<file path="src/rtl/mdll_pkg.sv">
// Shared definitions for the MDLL frequency-calibration sequencer.
// Contents:
//   DEF_N_FCAL_CNT, DEF_N_AVG_MAX_LOG2, DEF_N_TO : default widths
//   fcal_seq_state_t                             : sequencer FSM states
//   acc_width()                                  : accumulator width for a given count/avg size
package mdll_pkg;

  localparam int unsigned DEF_N_FCAL_CNT     = 10;
  localparam int unsigned DEF_N_AVG_MAX_LOG2 = 3;
  localparam int unsigned DEF_N_TO           = 16;

  typedef enum logic [2:0] {
    StIdle,
    StSel,
    StReq,
    StRel,
    StStore,
    StFin
  } fcal_seq_state_t;

  // Enough headroom to sum 2**n_avg_max_log2 samples without overflow.
  function automatic int unsigned acc_width(input int unsigned n_cnt,
                                            input int unsigned n_avg_max_log2);
    return n_cnt + n_avg_max_log2;
  endfunction

endpackage

</file>
<file path="src/rtl/mdll_fcal_acc.sv">
// Averaging accumulator for one fcal measurement series.
// Ports:
//   i_clk, i_rst : clock, synchronous active-high reset
//   i_clr        : clear accumulator (start of a channel)
//   i_add        : add i_val (zero-extended) into the accumulator
//   i_val        : sample to add
//   i_avg_log2   : averaging exponent applied to the output
//   o_avg        : accumulator >> i_avg_log2, truncated to N_CNT bits
module mdll_fcal_acc
  import mdll_pkg::*;
#(
  parameter int unsigned N_CNT          = DEF_N_FCAL_CNT,
  parameter int unsigned N_AVG_MAX_LOG2 = DEF_N_AVG_MAX_LOG2,
  parameter int unsigned N_AVG_W        = $clog2(N_AVG_MAX_LOG2 + 1)
) (
  input  logic               i_clk,
  input  logic               i_rst,
  input  logic               i_clr,
  input  logic               i_add,
  input  logic [N_CNT-1:0]   i_val,
  input  logic [N_AVG_W-1:0] i_avg_log2,
  output logic [N_CNT-1:0]   o_avg
);

  localparam int unsigned ACC_W = acc_width(N_CNT, N_AVG_MAX_LOG2);

  logic [ACC_W-1:0] r_acc;

  always_ff @(posedge i_clk) begin
    if (i_rst || i_clr) begin
      r_acc <= '0;
    end else if (i_add) begin
      r_acc <= r_acc + ACC_W'(i_val);
    end
  end

  assign o_avg = N_CNT'(r_acc >> i_avg_log2);

endmodule

</file>
<file path="src/rtl/mdll_fcal_seq.sv">
// Multi-channel MDLL frequency-calibration sequencer. Sweeps the channels in
// a latched mask in ascending order, runs 2**avg_log2 start/ready handshakes
// per channel and stores the averaged count, or all-ones plus err on timeout.
// Ports:
//   i_clk, i_rst        : clock, synchronous active-high reset
//   i_start, i_abort    : single-cycle sweep request / abort
//   i_ch_mask           : channels to measure (sampled at start)
//   i_avg_log2          : averaging exponent, clamped (sampled at start)
//   i_timeout_cyc       : per-phase handshake limit, 0 = none (sampled at start)
//   o_en_fcal           : one-hot enable for the channel under measurement
//   o_fcal_start        : one-hot start request
//   i_fcal_ready        : per-channel acknowledge (already synchronised)
//   i_fcal_cnt          : packed per-channel counts
//   o_result            : packed averaged counts
//   o_result_valid      : channel result updated in this sweep
//   o_err               : channel timed out in this sweep
//   o_busy, o_done      : sweep in progress / completion pulse
module mdll_fcal_seq
  import mdll_pkg::*;
#(
  parameter int unsigned N_CH           = 4,
  parameter int unsigned N_FCAL_CNT     = DEF_N_FCAL_CNT,
  parameter int unsigned N_AVG_MAX_LOG2 = DEF_N_AVG_MAX_LOG2,
  parameter int unsigned N_TO           = DEF_N_TO,
  parameter int unsigned N_AVG_W        = $clog2(N_AVG_MAX_LOG2 + 1)
) (
  input  logic                       i_clk,
  input  logic                       i_rst,
  input  logic                       i_start,
  input  logic                       i_abort,
  input  logic [N_CH-1:0]            i_ch_mask,
  input  logic [N_AVG_W-1:0]         i_avg_log2,
  input  logic [N_TO-1:0]            i_timeout_cyc,
  output logic [N_CH-1:0]            o_en_fcal,
  output logic [N_CH-1:0]            o_fcal_start,
  input  logic [N_CH-1:0]            i_fcal_ready,
  input  logic [N_CH*N_FCAL_CNT-1:0] i_fcal_cnt,
  output logic [N_CH*N_FCAL_CNT-1:0] o_result,
  output logic [N_CH-1:0]            o_result_valid,
  output logic [N_CH-1:0]            o_err,
  output logic                       o_busy,
  output logic                       o_done
);

  localparam int unsigned CH_W = (N_CH > 1) ? $clog2(N_CH) : 1;
  localparam int unsigned IT_W = N_AVG_MAX_LOG2 + 1;

  fcal_seq_state_t           r_state;
  logic [N_CH-1:0]           r_mask;      // channels still to visit
  logic [CH_W-1:0]           r_ch;
  logic [N_AVG_W-1:0]        r_avg_log2;
  logic [N_TO-1:0]           r_to_thr;
  logic [N_TO-1:0]           r_to_cnt;
  logic [IT_W-1:0]           r_iter;
  logic [N_CH-1:0]           r_en_fcal;
  logic [N_CH-1:0]           r_fcal_start;
  logic [N_CH*N_FCAL_CNT-1:0] r_result;
  logic [N_CH-1:0]           r_result_valid;
  logic [N_CH-1:0]           r_err;
  logic                      r_busy;
  logic                      r_done;

  logic                      w_ff_found;
  logic [CH_W-1:0]           w_ff_ch;
  logic [N_CH-1:0]           w_ff_oh;
  logic [N_CH-1:0]           w_ch_oh;
  logic [N_AVG_W-1:0]        w_avg_clamp;
  logic [IT_W-1:0]           w_iter_nxt;
  logic [IT_W-1:0]           w_iter_tgt;
  logic [N_TO-1:0]           w_to_nxt;
  logic                      w_to_hit;
  logic                      w_rdy;
  logic [N_FCAL_CNT-1:0]     w_cnt_sel;
  logic [N_FCAL_CNT-1:0]     w_avg;
  logic                      w_acc_clr;
  logic                      w_acc_add;

  // Lowest remaining mask bit; visited bits are cleared, so this walks upward
  // and an empty remainder is seen in a single SEL cycle.
  always_comb begin
    w_ff_found = 1'b0;
    w_ff_ch    = '0;
    for (int i = int'(N_CH) - 1; i >= 0; i--) begin
      if (r_mask[i]) begin
        w_ff_found = 1'b1;
        w_ff_ch    = CH_W'(i);
      end
    end
  end

  assign w_ff_oh     = N_CH'(1) << w_ff_ch;
  assign w_ch_oh     = N_CH'(1) << r_ch;
  assign w_avg_clamp = (32'(i_avg_log2) > N_AVG_MAX_LOG2) ? N_AVG_W'(N_AVG_MAX_LOG2) : i_avg_log2;
  assign w_iter_nxt  = r_iter + IT_W'(1);
  assign w_iter_tgt  = IT_W'(1) << r_avg_log2;
  assign w_to_nxt    = r_to_cnt + N_TO'(1);
  assign w_to_hit    = (r_to_thr != '0) && (w_to_nxt == r_to_thr);
  assign w_rdy       = i_fcal_ready[r_ch];
  assign w_cnt_sel   = i_fcal_cnt[r_ch*N_FCAL_CNT +: N_FCAL_CNT];
  assign w_acc_clr   = (r_state == StSel) && w_ff_found;
  assign w_acc_add   = (r_state == StReq) && w_rdy && !i_abort;

  mdll_fcal_acc #(
    .N_CNT          (N_FCAL_CNT),
    .N_AVG_MAX_LOG2 (N_AVG_MAX_LOG2),
    .N_AVG_W        (N_AVG_W)
  ) u_acc (
    .i_clk      (i_clk),
    .i_rst      (i_rst),
    .i_clr      (w_acc_clr),
    .i_add      (w_acc_add),
    .i_val      (w_cnt_sel),
    .i_avg_log2 (r_avg_log2),
    .o_avg      (w_avg)
  );

  always_ff @(posedge i_clk) begin
    if (i_rst) begin
      r_state        <= StIdle;
      r_mask         <= '0;
      r_ch           <= '0;
      r_avg_log2     <= '0;
      r_to_thr       <= '0;
      r_to_cnt       <= '0;
      r_iter         <= '0;
      r_en_fcal      <= '0;
      r_fcal_start   <= '0;
      r_result       <= '0;
      r_result_valid <= '0;
      r_err          <= '0;
      r_busy         <= 1'b0;
      r_done         <= 1'b0;
    end else begin
      r_done <= 1'b0;
      // Abort wins over any ready/timeout event in the same cycle.
      if (i_abort && (r_state != StIdle)) begin
        r_state      <= StIdle;
        r_en_fcal    <= '0;
        r_fcal_start <= '0;
        r_to_cnt     <= '0;
        r_busy       <= 1'b0;
        r_done       <= 1'b1;
      end else begin
        case (r_state)
          StIdle: begin
            if (i_start) begin
              r_mask         <= i_ch_mask;
              r_avg_log2     <= w_avg_clamp;
              r_to_thr       <= i_timeout_cyc;
              r_result_valid <= '0;
              r_err          <= '0;
              r_busy         <= 1'b1;
              r_state        <= StSel;
            end
          end
          StSel: begin
            if (w_ff_found) begin
              r_ch         <= w_ff_ch;
              r_en_fcal    <= w_ff_oh;
              r_fcal_start <= w_ff_oh;
              r_iter       <= '0;
              r_to_cnt     <= '0;
              r_state      <= StReq;
            end else begin
              r_state <= StFin;
            end
          end
          StReq, StRel: begin
            if ((r_state == StReq) && w_rdy) begin
              r_fcal_start <= '0;
              r_to_cnt     <= '0;
              r_state      <= StRel;
            end else if ((r_state == StRel) && !w_rdy) begin
              r_iter   <= w_iter_nxt;
              r_to_cnt <= '0;
              if (w_iter_nxt == w_iter_tgt) begin
                r_state <= StStore;
              end else begin
                r_fcal_start <= w_ch_oh;
                r_state      <= StReq;
              end
            end else if (w_to_hit) begin
              r_err[r_ch]                             <= 1'b1;
              r_result[r_ch*N_FCAL_CNT +: N_FCAL_CNT] <= '1;
              r_fcal_start                            <= '0;
              r_en_fcal                               <= '0;
              r_mask[r_ch]                            <= 1'b0;
              r_state                                 <= StSel;
            end else begin
              r_to_cnt <= w_to_nxt;
            end
          end
          StStore: begin
            r_result[r_ch*N_FCAL_CNT +: N_FCAL_CNT] <= w_avg;
            r_result_valid[r_ch]                    <= 1'b1;
            r_en_fcal                               <= '0;
            r_mask[r_ch]                            <= 1'b0;
            r_state                                 <= StSel;
          end
          StFin: begin
            r_busy  <= 1'b0;
            r_done  <= 1'b1;
            r_state <= StIdle;
          end
          default: r_state <= StIdle;
        endcase
      end
    end
  end

  assign o_en_fcal      = r_en_fcal;
  assign o_fcal_start   = r_fcal_start;
  assign o_result       = r_result;
  assign o_result_valid = r_result_valid;
  assign o_err          = r_err;
  assign o_busy         = r_busy;
  assign o_done         = r_done;

endmodule
</file>
<file path="config.mk">
export PLATFORM = sky130hd
export DESIGN_NAME = mdll_fcal_seq
export DESIGN_NICKNAME = d
export VERILOG_FILES = /design/src/rtl/mdll_pkg.sv /design/src/rtl/mdll_fcal_acc.sv /design/src/rtl/mdll_fcal_seq.sv
export SDC_FILE = /design/constraint.sdc
export NUM_CORES = 1
export LEC_CHECK = 0
export BUFFER_PORTS_ARGS = -buffer_cell sky130_fd_sc_hd__buf_2
export CAP_MARGIN = 20
export CORE_MARGIN = 3
export CORE_UTILIZATION = 35
export CTS_CLUSTER_SIZE = 20
export DETAILED_ROUTE_END_ITERATION = 6
export GPL_TIMING_DRIVEN = 1
export PLACE_DENSITY = 0.67
export RECOVER_POWER = 25
export SLEW_MARGIN = 20
export SYNTH_ARGS = -nofsm -noshare
export SYNTH_HDL_FRONTEND = slang
export SYNTH_SLANG_ARGS = --single-unit
</file>
<file path="constraint.sdc">
create_clock -name i_clk -period 3.1 [get_ports i_clk]
set_input_delay 0.155 -clock i_clk [delete_from_list [all_inputs] [get_ports i_clk]]
set_output_delay 0.155 -clock i_clk [all_outputs]
set_load 0.05 [all_outputs]
</file>
Yosys cells after proc, flatten, opt, wreduce, memory -nomap -nowiden
Cells that the tools add are included.

storage, ports and cells
  register bits after elaboration = 118
  input port bits = 70
  output and inout bits = 58

cells by class
  $add $sub $neg = 4
  multipliers = 1
  $lt $le $gt $ge = 2
  eq/ne operators = 16
  shift operators = 8
  mux-type cells = 58
  bitwise logic cells = 5
  reductions and logical operators = 34

operator list
  cell                                                           number
  2-to-1 mux 40 bit                                              3
  bitwise mux 40 bit                                             2
  one-hot mux 40 bit (2 select lines)                            1
  2-to-1 mux 4 bit                                               18
  2-to-1 mux 16 bit                                              4
  variable shift 10 x 34 -> 40 bit (first input constant)        1
  variable part select 10 x 34 -> 40 bit                         1
  variable part select 10 x 34 -> 40 bit (first input constant)  1
  variable part select 40 x 7 -> 10 bit                          1
  negation 6 -> 34 bit                                           1
  one-hot mux 16 bit (2 select lines)                            1
  one-hot mux 4 bit (2 select lines)                             4
  one-hot mux 4 bit (3 select lines)                             2
  2-to-1 mux 3 bit                                               6
  adder 16 x 1 -> 16 bit (second input constant)                 1
  == test 16 bit                                                 1
  nonzero test 16 bit                                            1
  AND reduction 5 bit                                            3
  adder 13 x 10 -> 13 bit                                        1
  >> shifter 13 x 2 -> 10 bit                                    1
  != test 2 bit (second input constant)                          6
  != test 4 bit (second input constant)                          3
  one-hot mux 3 bit (4 select lines)                             1
  AND reduction 3 bit                                            4
  28 further kinds                                               60

Depth between registers and ports, before layout
Gate-level depths: netlist (run 1).

  depth in word-level cells = 10
  depth in mapped cells = 14
  gate-level depth less buffers = 12

Cells and area by module
From an unflattened synthesis (run 1), not the netlist that was laid out.

unflattened totals
  cells, all modules = 915
  area total of the unflattened synthesis = 7,414.6 sq um

by module, submodules not included
  module         times used  cells an instance  area an instance (sq um)
  mdll_fcal_seq  1           802                6,277.3
  mdll_fcal_acc  1           113                1,137.3

Worst setup path before layout (run 1)
Ideal clock, no wire load.

  path kind = reg-to-reg
  start = register r_ch[0]
  end = register u_acc.r_acc[10]
  library setup time = 121 ps
  data arrival time = 3,179 ps
  required time = 2,979 ps
  setup slack = -201 ps
  stages on the path, launching flop included = 15
  path buffers = 2
  period minus slack after synthesis = 3,301 ps
  cells stage by stage = dfxtp_1 buf_2 buf_1 mux4_2 ha_1 inv_1 fa_1 nor2b_1 o21ai_0 a21boi_0 o21ai_0 a21oi_1 o21ai_0 a21oi_1 mux2i_1

between the ends
  longest elaborated chain between the ends = 4
  elaborated cells on any way between the ends = 7
  those cells by class = 1 x add/sub; 1 x mul; 1 x shift; 2 x mux; 2 x reduce/logical

RTL lines
  what                                                                             line                  source
  from (decl)                                                                      mdll_fcal_seq.sv:50   logic [CH_W-1:0] r_ch;
  from (signal assigned)                                                           mdll_fcal_seq.sv:158  r_ch <= w_ff_ch;
  parallel branches: the longest is 4 deep, another holds adder 13 x 10 -> 13 bit  --
  to (signal assigned)                                                             mdll_fcal_acc.sv:33   r_acc <= r_acc + ACC_W'(i_val);
  to (decl)                                                                        mdll_fcal_acc.sv:27   logic [ACC_W-1:0] r_acc;

Several ways; the timed one is not identified. The select of a mux whose other input is x is not followed.
A chain may end at the register's enable or synchronous reset.

Worst setup path in the final report (run 1)
  start = register r_to_cnt[2]
  end = register r_result[32], in the netlist o_result[32]

between the ends
  longest elaborated chain between the ends = 5

RTL lines
  what                                  line                  source
  from (decl)                           mdll_fcal_seq.sv:53   logic [N_TO-1:0] r_to_cnt;
  from (signal assigned)                mdll_fcal_seq.sv:190  r_to_cnt <= w_to_nxt;
  adder 16 x 1 -> 16 bit                mdll_fcal_seq.sv:96   assign w_to_nxt = r_to_cnt + N_TO'(1);
  == test 16 bit                        mdll_fcal_seq.sv:97   assign w_to_hit = (r_to_thr != '0) && (w_to_nxt == r_to_thr);
  logical AND 1 bit                     mdll_fcal_seq.sv:97
  != test 2 bit (no source line)        --
  AND reduction 5 bit (no source line)  --
  to (signal, indexed assignment)       mdll_fcal_seq.sv:194  r_result[r_ch*N_FCAL_CNT +: N_FCAL_CNT] <= w_avg;
  to (decl)                             mdll_fcal_seq.sv:57   logic [N_CH*N_FCAL_CNT-1:0] r_result;

No other way between the ends.

==> qor.yml, run 1 <==
drt:
  first_iter_violations: 605
  vias_per_cell: 5.567
  avgRoutedWirePerCell_um: 16.19
  final_antenna_net_count: 0
  first_pass_iters: 5
  vias: 7604
  drt_wl_total_um: 22110
  drc: 0
timing:
  slew_viol_final: 0
  max_freq_ghz: 0.3416
  timing_hold_violations_final: 0
  rsz0062_at_grt: "false"
  tightest_slew_ns: 0.7018
  setup_slack_ns: 0.1729
  min_period_ns: 2.927
  relSlewSlack_pct: 53.11
  fin_worst_skew_ns: 0.01035
  period_share_pct: 94.42
  setup_viol: 0
die:
  die_w_um: 152.0
  start_util_pct: 36.30
  rows: 52
  design.portCount: 128
  fp.dieH_um: 152.0
  design.core.area_um2: 20560
  dieArea_um2: 23110
critical_path:
  worstPathMaxFanout: 14
  startpoint_type: "flip-flop"
  endpoint_kind: "flip-flop"
  crit_required_ns: 3.43
  critPathKind: "reg -> reg"
  worstPathArrival_ns: 3.26
  r2r_slack_ns: 0.17
logic_synthesis:
  ys_seq_area_share_pct: 31.66
  ys_ff_latch: 118
  syn_area_um2: 7462
  async_flop_share_pct: 0
  synth_cells: 927
  synth_cell_type_count: 73
  syn_nets: 1016
  synth-edff-count: 0
  yosys_most_used_dff: "dfxtp_1"
  avgSynthCellArea_um2: 8.050
  synth_warnings: 0
clock_tree:
  htreeDepth: 4
  cts_root_buffer: "clkbuf_16"
  cts.reportedPaths.clkPinSlew_ns: 0.06
  cts_buffer_depth: 2
  cts_sinks: 118
  clk_latency_ns: 0.42
  cts_tree: "built"
  cts_buffers: 17
cells_and_area:
  diodes: 0
  drive_gt1_share_pct: 21.26
  design_area_um2: 9432
  final_cells: 1366
  layout_common_cells: "nand2_1 (115), a21oi_1 (115), dfxtp_1 (113)"
  syn2layout_area_growth_pct: 26.39
  finish.net_count: 1172
  n_fill_cell: 2124
global_route:
  gr-total-overflow: 0
  grt_pass1_vias: 7055
  grt_pass1_wl_um: 36340
  grt_max_degree: 42
  antenna_found_initial: 1
  grtUsageTotal_pct: 18.74
place:
  io_buffers: 127
  place_congestion: 0.9235
  dp_hpwl_um: 16650
  dpl_cell_area_um2: 8622
  placedCellCount: 1314
  dp_slack_ns: -0.02147
pwr:
  pwr-share-clk_pct: 44.3
  power_density_nw_per_um2: 487.5
  combPwrFrac_pct: 19.6
  swShare_pct: 29.72
  p_int_mw: 3.231
  fin_total_pwr_mw: 4.598
  leakagePower_nw: 3.596
  switching_power_mw: 1.367
  seqPwrFrac_pct: 36.1
  ir_worst_vdd_uv: 294.4
run:
  cap_violations: 0
min_path:
  hp-class: "in -> reg"
outcome:
  status: "finished clean"
==> sequential cells by signal, indices dropped and copies added, names as in the netlist <==
register	count
o_result	40
r_to_cnt	16
r_to_thr	16
u_acc.r_acc	13
o_en_fcal	4
o_err	4
o_fcal_start	4
o_result_valid	4
r_iter	4
r_mask	4
r_state	3
r_avg_log2	2
r_ch	2
o_busy	1
o_done	1
==> critical path, cell delays in order, from the launching register on <==
cell,delay (ns)
dfxtp_1,0.48
and4_1,0.29
nand2_2,0.08
or4_1,0.42
a2111oi_2,0.40
and4_1,0.31
buf_12,0.16
a21o_2,0.21
buf_4,0.18
a21oi_1,0.07
a211oi_1,0.23
==> cell usage after synthesis (15+ instances only) <==
| cell | n | area share, % |
|---|---|---|
| o21ai_0 | 45 | 3.0 |
| a21oi_1 | 115 | 7.7 |
| a211oi_1 | 32 | 3.2 |
| inv_1 | 18 | 0.91 |
| nor2_1 | 71 | 3.6 |
| ha_1 | 18 | 3.0 |
| buf_2 | 15 | 1.0 |
| mux4_2 | 21 | 6.3 |
| dfxtp_1 | 118 | 32 |
| nand4_1 | 15 | 1.3 |
| nor3_1 | 37 | 2.5 |
| nand2_1 | 115 | 5.8 |
| nand3_1 | 20 | 1.3 |
| mux2i_1 | 19 | 2.5 |
| clkbuf_1 | 46 | 2.3 |
| nor2b_1 | 17 | 1.4 |
==> per-stage QoR <==
stage / setup TNS (ns) / utilization (%) / hold slack [ns]
after floorplan: 0 / - / 0.2910
after global placement: 0 / 41.94 / 0.4005
after detailed placement: -0.02210 / 41.94 / 0.4030
after CTS: 0 / 45.81 / 0.02463
after global routing: 0 / 45.87 / 0.05626
final: 0 / 45.87 / 0.04949
==> metal layers <==
metal | part of all wire [%] | global-route usage (%)
met5 | 0.059 | 0
met4 | 1.8 | 6.421
met3 | 6.5 | 3.612
met2 | 44 | 27.82
met1 | 48 | 27.22
==> timing repair <==
action | 4_1_cts | 5_1_grt
hold endpoints to repair | 18 | 0
hold buffers | 18 | 0
setup endpoints to repair | 3 | 76
resized for setup | 2 | 16
pin swaps | 1 | 3
setup buffers | 0 | 2
==> cell families (layout without fill, tap and decap cells) <==
family / count (synthesis) / after routing / synth area share (%)
DFF: 118 / 118 / 31.66
AOI/OAI and AO/OA: 287 / 287 / 24.93
adders and majority gates: 19 / 19 / 3.286
xor gates and xnor gates: 23 / 23 / 2.901
buffers and inverters: 94 / 263 / 5.499
muxes: 44 / 44 / 9.490
and+or+nand+nor: 342 / 342 / 22.23
==> power groups by stage <==
stage               Clock [mW]  Combinational (mW)  Sequential, mW
global placement             0               0.867            1.69
CTS                       2.07               0.896            1.66
global route              2.14               0.994            1.67
floorplan                    0               0.559            1.73
finish                    2.04               0.900            1.66
detailed placement           0               0.873            1.69
==> area by class of cell <==
cell class	instances	area [um^2]	area share, %
inverters	19	71.32	0.7562
flip-flops and latches	118	2369	25.11
repair buffers	212	1314	13.93
clock buffers	21	460.4	4.882
multi-input cells	715	4732	50.17
well taps	270	337.8	3.582
clock inverters	11	147.6	1.565
==> worst paths after layout <==
kind                                    from            to  depth (start not counted)
worst max-delay path             r_to_cnt[2]  o_result[32]                         10
worst min-delay path            i_ch_mask[0]     r_mask[0]                          3
worst max register to register   r_to_cnt[2]  o_result[32]                         10
worst min register to register  o_en_fcal[3]  o_en_fcal[3]                          2
Power figures use the tool's default switching activity.
==> run 2, diff against run 1 <==
--- a/config.mk
+++ b/config.mk
@@ -11,3 +11,2 @@
 export CORE_UTILIZATION = 35
-export CTS_CLUSTER_SIZE = 20
 export DETAILED_ROUTE_END_ITERATION = 6
--- a/constraint.sdc
+++ b/constraint.sdc
@@ -3,2 +3,2 @@
 set_output_delay 0.155 -clock i_clk [all_outputs]
-set_load 0.05 [all_outputs]
+set_load 0.005 [all_outputs]
==> qor.yml, run 2 (synthesis results as in run 1) <==
outcome:
  status: "finished clean"
critical_path:
  critPathMostFrequentCell: "and4_1"
  worstPathArrival_ns: 3.26  # about the same
  timing.critical_path.buf_inv: 2  # unchanged
  endpoint_kind: "flip-flop"
  r2r_slack_ns: 0.17  # about the same
  worstPathMaxFanout: 14  # unchanged
  crit_family: "simple AND/OR/NAND/NOR gates"
  path_cells: "and4_1 -> nand2_2 -> or4_1 -> a2111oi_2 -> and4_1 -> buf_12 -> a21o_2 -> buf_4 -> a21oi_1 -> a211oi_1"
  critPathKind: "reg -> reg"
  critPathSlowestCell: "dfxtp_1"
  reg2reg_to: "o_result[36]"
  crit_required_ns: 3.43  # about the same
  r2r_cells: 10  # unchanged
  worst_path_largest_cell_delay_ns: 0.48  # about the same
  r2r_start: "r_to_cnt[2]"
  startpoint_type: "flip-flop"
clock_tree:
  cts_root_buffer: "clkbuf_16"
  cts.reportedPaths.clkPinSlew_ns: 0.05  # about the same
  htreeDepth: 4  # unchanged
  cts_sinks: 118  # unchanged
  clk_latency_ns: 0.43  # about the same
  cts_tree: "built"
  cts_buffer_depth: 2  # unchanged
  cts_buffers: 17  # unchanged
drt:
  drc: 0  # unchanged
  first_pass_iters: 5  # unchanged
  vias_per_cell: 5.558  # -0.16%
  final_antenna_net_count: 0  # unchanged
  avgRoutedWirePerCell_um: 16.22  # +0.22%
  first_iter_violations: 585  # -3.3%
  drt_wl_total_um: 22160  # +0.22%
  vias: 7592  # -0.16%
pwr:
  fin_total_pwr_mw: 4.520  # -1.7%
  ir_worst_vdd_uv: 295.1  # +0.21%
  power_density_nw_per_um2: 477.9  # -2.0%
  leakagePower_nw: 3.688  # +2.6%
place:
  dp_slack_ns: -0.02147  # unchanged
  place_congestion: 0.9235  # unchanged
  io_buffers: 127  # unchanged
  dp_hpwl_um: 16650  # unchanged
cells_and_area:
  largest_register_ffs: 40  # unchanged
  drive_gt1_share_pct: 23.18  # +1.9 points
  layout_common_cells: "nand2_1 (115), a21oi_1 (115), dfxtp_1 (113)"
  seqCellArea_um2: 2369  # unchanged
  n_fill_cell: 2112  # -0.56%
  multi_input_area_um2: 4732  # unchanged
  final_core_util_pct: 46.00  # +0.13 points
  finish.net_count: 1172  # unchanged
  syn2layout_area_growth_pct: 26.74
  diodes: 0  # unchanged
run:
  cap_violations: 0  # unchanged
min_path:
  hold_start: "i_ch_mask[0]"
  hold_path_end: "r_mask[0]"
  hold_path_depth: 3  # unchanged
  hp-class: "in -> reg"
global_route:
  grt_pass1_vias: 7055  # unchanged
  antenna_found_initial: 1  # unchanged
  gr-total-overflow: 0  # unchanged
  grt_max_degree: 42  # unchanged
  grt_pass1_wl_um: 36340  # unchanged
  grtUsageTotal_pct: 18.74  # unchanged
timing:
  max_freq_ghz: 0.3409  # -0.22%
  setup_viol: 0  # unchanged
  slew_viol_final: 0  # unchanged
  fin_setup_tns_ns: 0  # unchanged
  timing_hold_violations_final: 0  # unchanged
  min_period_ns: 2.933  # +0.006309 ns
  fin_hold_ws_ns: 0.04523  # -0.004265 ns
  tightest_slew_ns: 0.7028  # +0.001004 ns
  rsz0062_at_grt: "false"
  setup_slack_ns: 0.1666  # -0.006309 ns
  fin_worst_skew_ns: 0.01400  # +0.003651 ns
  relSlewSlack_pct: 53.05  # -0.067 points
  period_share_pct: 94.63  # +0.20 points
die:
  design.core.area_um2: 20560  # unchanged
  fp.dieH_um: 152.0  # unchanged
  die_w_um: 152.0  # unchanged
  design.portCount: 128  # unchanged
  rows: 52  # unchanged
  start_util_pct: 36.30  # unchanged
  dieArea_um2: 23110  # unchanged
-- run 2: changes by cell type in the layout (fill, tap and decap cells not counted), sizes merged --
cell    previous run  this run
buf              150       171
clkbuf            65        44
-- run 2: how the worst max path moves through the flow --
stage / startpoint / endpoint / slack, ns / cells after the start
after floorplan: r_ch[0] / u_acc.r_acc[10] / 0.06 / 14
after global placement: r_to_cnt[0] / o_result[20] / 0.04 / 11
after detailed placement: r_to_cnt[0] / o_result[20] / -0.02 / 11
after CTS: r_to_cnt[0] / o_result[20] / 0.007 / 11
after global routing: r_to_cnt[0] / o_result[36] / 0.01 / 12
final: r_to_cnt[2] / o_result[36] / 0.17 / 10
-- run 2: stage by stage --
stage	instance area, um^2	std cells
finish	9458	1366
global route	9458	1366
CTS	9418	1364
detailed placement	8622	1314
global placement	8622	1314
floorplan	7463	927
-- run 2: area by class of cell --
cell class | count | share of cell area, %
Sequential cell | 118 | 25.04
Inverter | 19 | 0.7541
Tap cell | 270 | 3.572
Multi-Input combinational cell | 715 | 50.03
Timing Repair Buffer | 212 | 14.17
Clock buffer | 21 | 4.868
Clock inverter | 11 | 1.561
-- run 2: power by group --
part	internal, mW	leakage [nW]	switching [mW]
clock	1.31	0.298	0.726
sequential	1.58	0.957	0.0809
combinational	0.344	2.43	0.480
-- run 2: what timing repair did --
item | in CTS | in global routing
setup endpoints to repair | 3 | 76
hold buffers | 18 | 0
resized for setup | 2 | 16
hold endpoints to repair | 18 | 0
buffers inserted | 0 | 2
pin swaps | 1 | 3
-- run 2: metal layers --
metal  vias to the layer above  global-route usage, %  share of wire [%]
met5                         -                      0              0.059
met4                         2                  6.421                1.8
met3                        34                  3.612                6.2
met2                       244                  27.82                 44
met1                      3575                  27.22                 48
li1                       3737                      -                  -
-- run 2: worst register-to-register path: stages, from the launching register on --
cell and delay [ns]:
dfxtp_1 0.48, and4_1 0.29, nand2_2 0.08, or4_1 0.42, a2111oi_2 0.40, and4_1 0.31, buf_12 0.16, a21o_2 0.22
buf_4 0.16, a21oi_1 0.07, a211oi_1 0.26
==> run 3, diff against run 2 <==
--- a/config.mk
+++ b/config.mk
@@ -7,3 +7,3 @@
 export LEC_CHECK = 0
-export BUFFER_PORTS_ARGS = -buffer_cell sky130_fd_sc_hd__buf_2
+export BUFFER_PORTS_ARGS = -buffer_cell sky130_fd_sc_hd__buf_4
 export CAP_MARGIN = 20
--- a/constraint.sdc
+++ b/constraint.sdc
@@ -3,2 +3,2 @@
 set_output_delay 0.155 -clock i_clk [all_outputs]
-set_load 0.005 [all_outputs]
+set_load 0.02 [all_outputs]
==> qor.yml, run 3 (synthesis results as in run 1) <==
outcome:
  status: "finished clean"
drt:
  first_pass_iters: 5  # unchanged
  first_iter_violations: 690  # +18%
  final_antenna_net_count: 0  # unchanged
  vias: 7670  # +1.0%
  drc: 0  # unchanged
  drt_wl_total_um: 22600  # +2.0%
  vias_per_cell: 5.574  # +0.29%
  avgRoutedWirePerCell_um: 16.42  # +1.2%
min_path:
  hp-class: "in -> reg"
timing:
  timing_hold_violations_final: 0  # unchanged
  slew_viol_final: 0  # unchanged
  fin_hold_ws_ns: 0.04821  # +0.002986 ns
  relSlewSlack_pct: 51.37  # -1.7 points
  period_share_pct: 94.78  # +0.15 points
  max_freq_ghz: 0.3404  # -0.16%
  tightest_slew_ns: 0.7294  # +0.02653 ns
  min_period_ns: 2.938  # +0.004683 ns
  setup_slack_ns: 0.1619  # -0.004683 ns
  setup_viol: 0  # unchanged
  fin_worst_skew_ns: 0.01083  # -0.003171 ns
place:
  dp_slack_ns: 0.04902  # +0.07049 ns
  io_buffers: 127  # unchanged
  place_congestion: 0.9477  # +2.6%
  dp_hpwl_um: 17050  # +2.4%
cells_and_area:
  finish.net_count: 1182  # +0.85%
  layout_common_cells: "buf_4 (156), nand2_1 (115), a21oi_1 (114), dfxtp_1 (114), nor2_1 (70)"
  largest_register_ffs: 40  # unchanged
  drive_gt1_share_pct: 21.79  # -1.4 points
  diodes: 0  # unchanged
  layout_commonest_cell: "buf_4"
  syn2layout_area_growth_pct: 29.51
clock_tree:
  htreeDepth: 4  # unchanged
  cts.reportedPaths.clkPinSlew_ns: 0.06  # about the same
  clk_latency_ns: 0.42  # about the same
  cts_tree: "built"
  cts_sinks: 118  # unchanged
  cts_root_buffer: "clkbuf_16"
  cts_buffers: 17  # unchanged
  cts_buffer_depth: 2  # unchanged
die:
  dieArea_um2: 23110  # unchanged
  design.core.area_um2: 20560  # unchanged
  die_w_um: 152.0  # unchanged
  fp.dieH_um: 152.0  # unchanged
  design.portCount: 128  # unchanged
  start_util_pct: 36.30  # unchanged
  rows: 52  # unchanged
run:
  cap_violations: 0  # unchanged
global_route:
  grt_pass1_wl_um: 37290  # +2.6%
  gr-total-overflow: 0  # unchanged
  antenna_found_initial: 0  # -1
  grtUsageTotal_pct: 19.13  # +0.39 points
  grt_pass1_vias: 7137  # +1.2%
  grt_max_degree: 43  # +2.4%
pwr:
  ir_worst_vdd_uv: 288.8  # -2.1%
  power_density_nw_per_um2: 463.1  # -3.1%
  leakagePower_nw: 3.677  # -0.29%
critical_path:
  critPathKind: "reg -> reg"
  worstPathArrival_ns: 3.22  # -0.04 ns
  crit_required_ns: 3.38  # -0.05 ns
  worstPathMaxFanout: 8  # -6
  endpoint_kind: "flip-flop"
  startpoint_type: "flip-flop"
run 3: changes by cell type in the layout (fill, tap and decap cells not counted), sizes merged:
cell	delta
inv	+3
clkinv	-2
buf	-10
bufinv	-2
clkinvlp	+4
clkbuf	+17
run 3: path summary, 6_finish.rpt:
kind	from	to	slack (ns)	cells past startpoint
setup / recovery	r_to_cnt[0]	o_fcal_start[1]	0.16	12
hold / removal	i_ch_mask[0]	r_mask[0]	0.05	3
setup reg to reg	r_to_cnt[0]	o_fcal_start[1]	0.16	12
hold reg to reg	r_avg_log2[0]	r_avg_log2[0]	0.46	2
run 3: final cells by class:
| class | count | area (um^2) |
|---|---|---|
| clock buffer | 18 | 429.2 |
| clock inverter | 14 | 142.6 |
| fill | 2047 | 10900 |
| inverter | 19 | 71.32 |
| multi-input combinational | 715 | 4712 |
| sequential | 118 | 2367 |
| tap | 270 | 337.8 |
| timing repair buffer | 222 | 1604 |
run 3: layer usage:
metal  part of all wire (%)  track usage (%)
met1                     49            27.85
met2                     43            28.32
met3                    5.7            4.124
met4                    1.9            5.908
met5                      0                0
run 3: critical path, stage by stage (launching register included):
cell and delay [ns]:
dfxtp_2 0.38, ha_1 0.20, buf_4 0.15, nand4_1 0.11
or4_1 0.41, nand4b_1 0.13, a2111oi_2 0.04, buf_4 0.14
and4_1 0.21, buf_4 0.18, o211ai_1 0.54, mux2i_1 0.26
nor2_1 0.06
run 3: power by group:
group,switching [mW],total (mW),leakage [nW],internal (mW)
clock,0.797,1.92,0.264,1.12
sequential,0.0799,1.66,0.957,1.58
combinational,0.513,0.897,2.46,0.385
run 3: stage by stage:
step | util, % | instances | TNS (ns) | area (um^2) | power (mW)
final | 47.01 | 1376 | 0 | 9664 | 4.476
after CTS | 47.60 | 1375 | 0 | 9787 | 4.499
after floorplan | - | 927 | 0 | 7463 | 2.240
after global routing | 47.01 | 1376 | -0.003967 | 9664 | 4.668
after global placement | 43.94 | 1325 | 0 | 9035 | 2.557
after detailed placement | 43.94 | 1325 | 0 | 9035 | 2.566
run 3: repair_timing:
item | CTS | global route
resized for setup | 0 | 17
endpoints found under the setup margin | 0 | 76
buffers inserted | 0 | 1
hold endpoints to repair | 18 | 0
hold buffers | 18 | 0
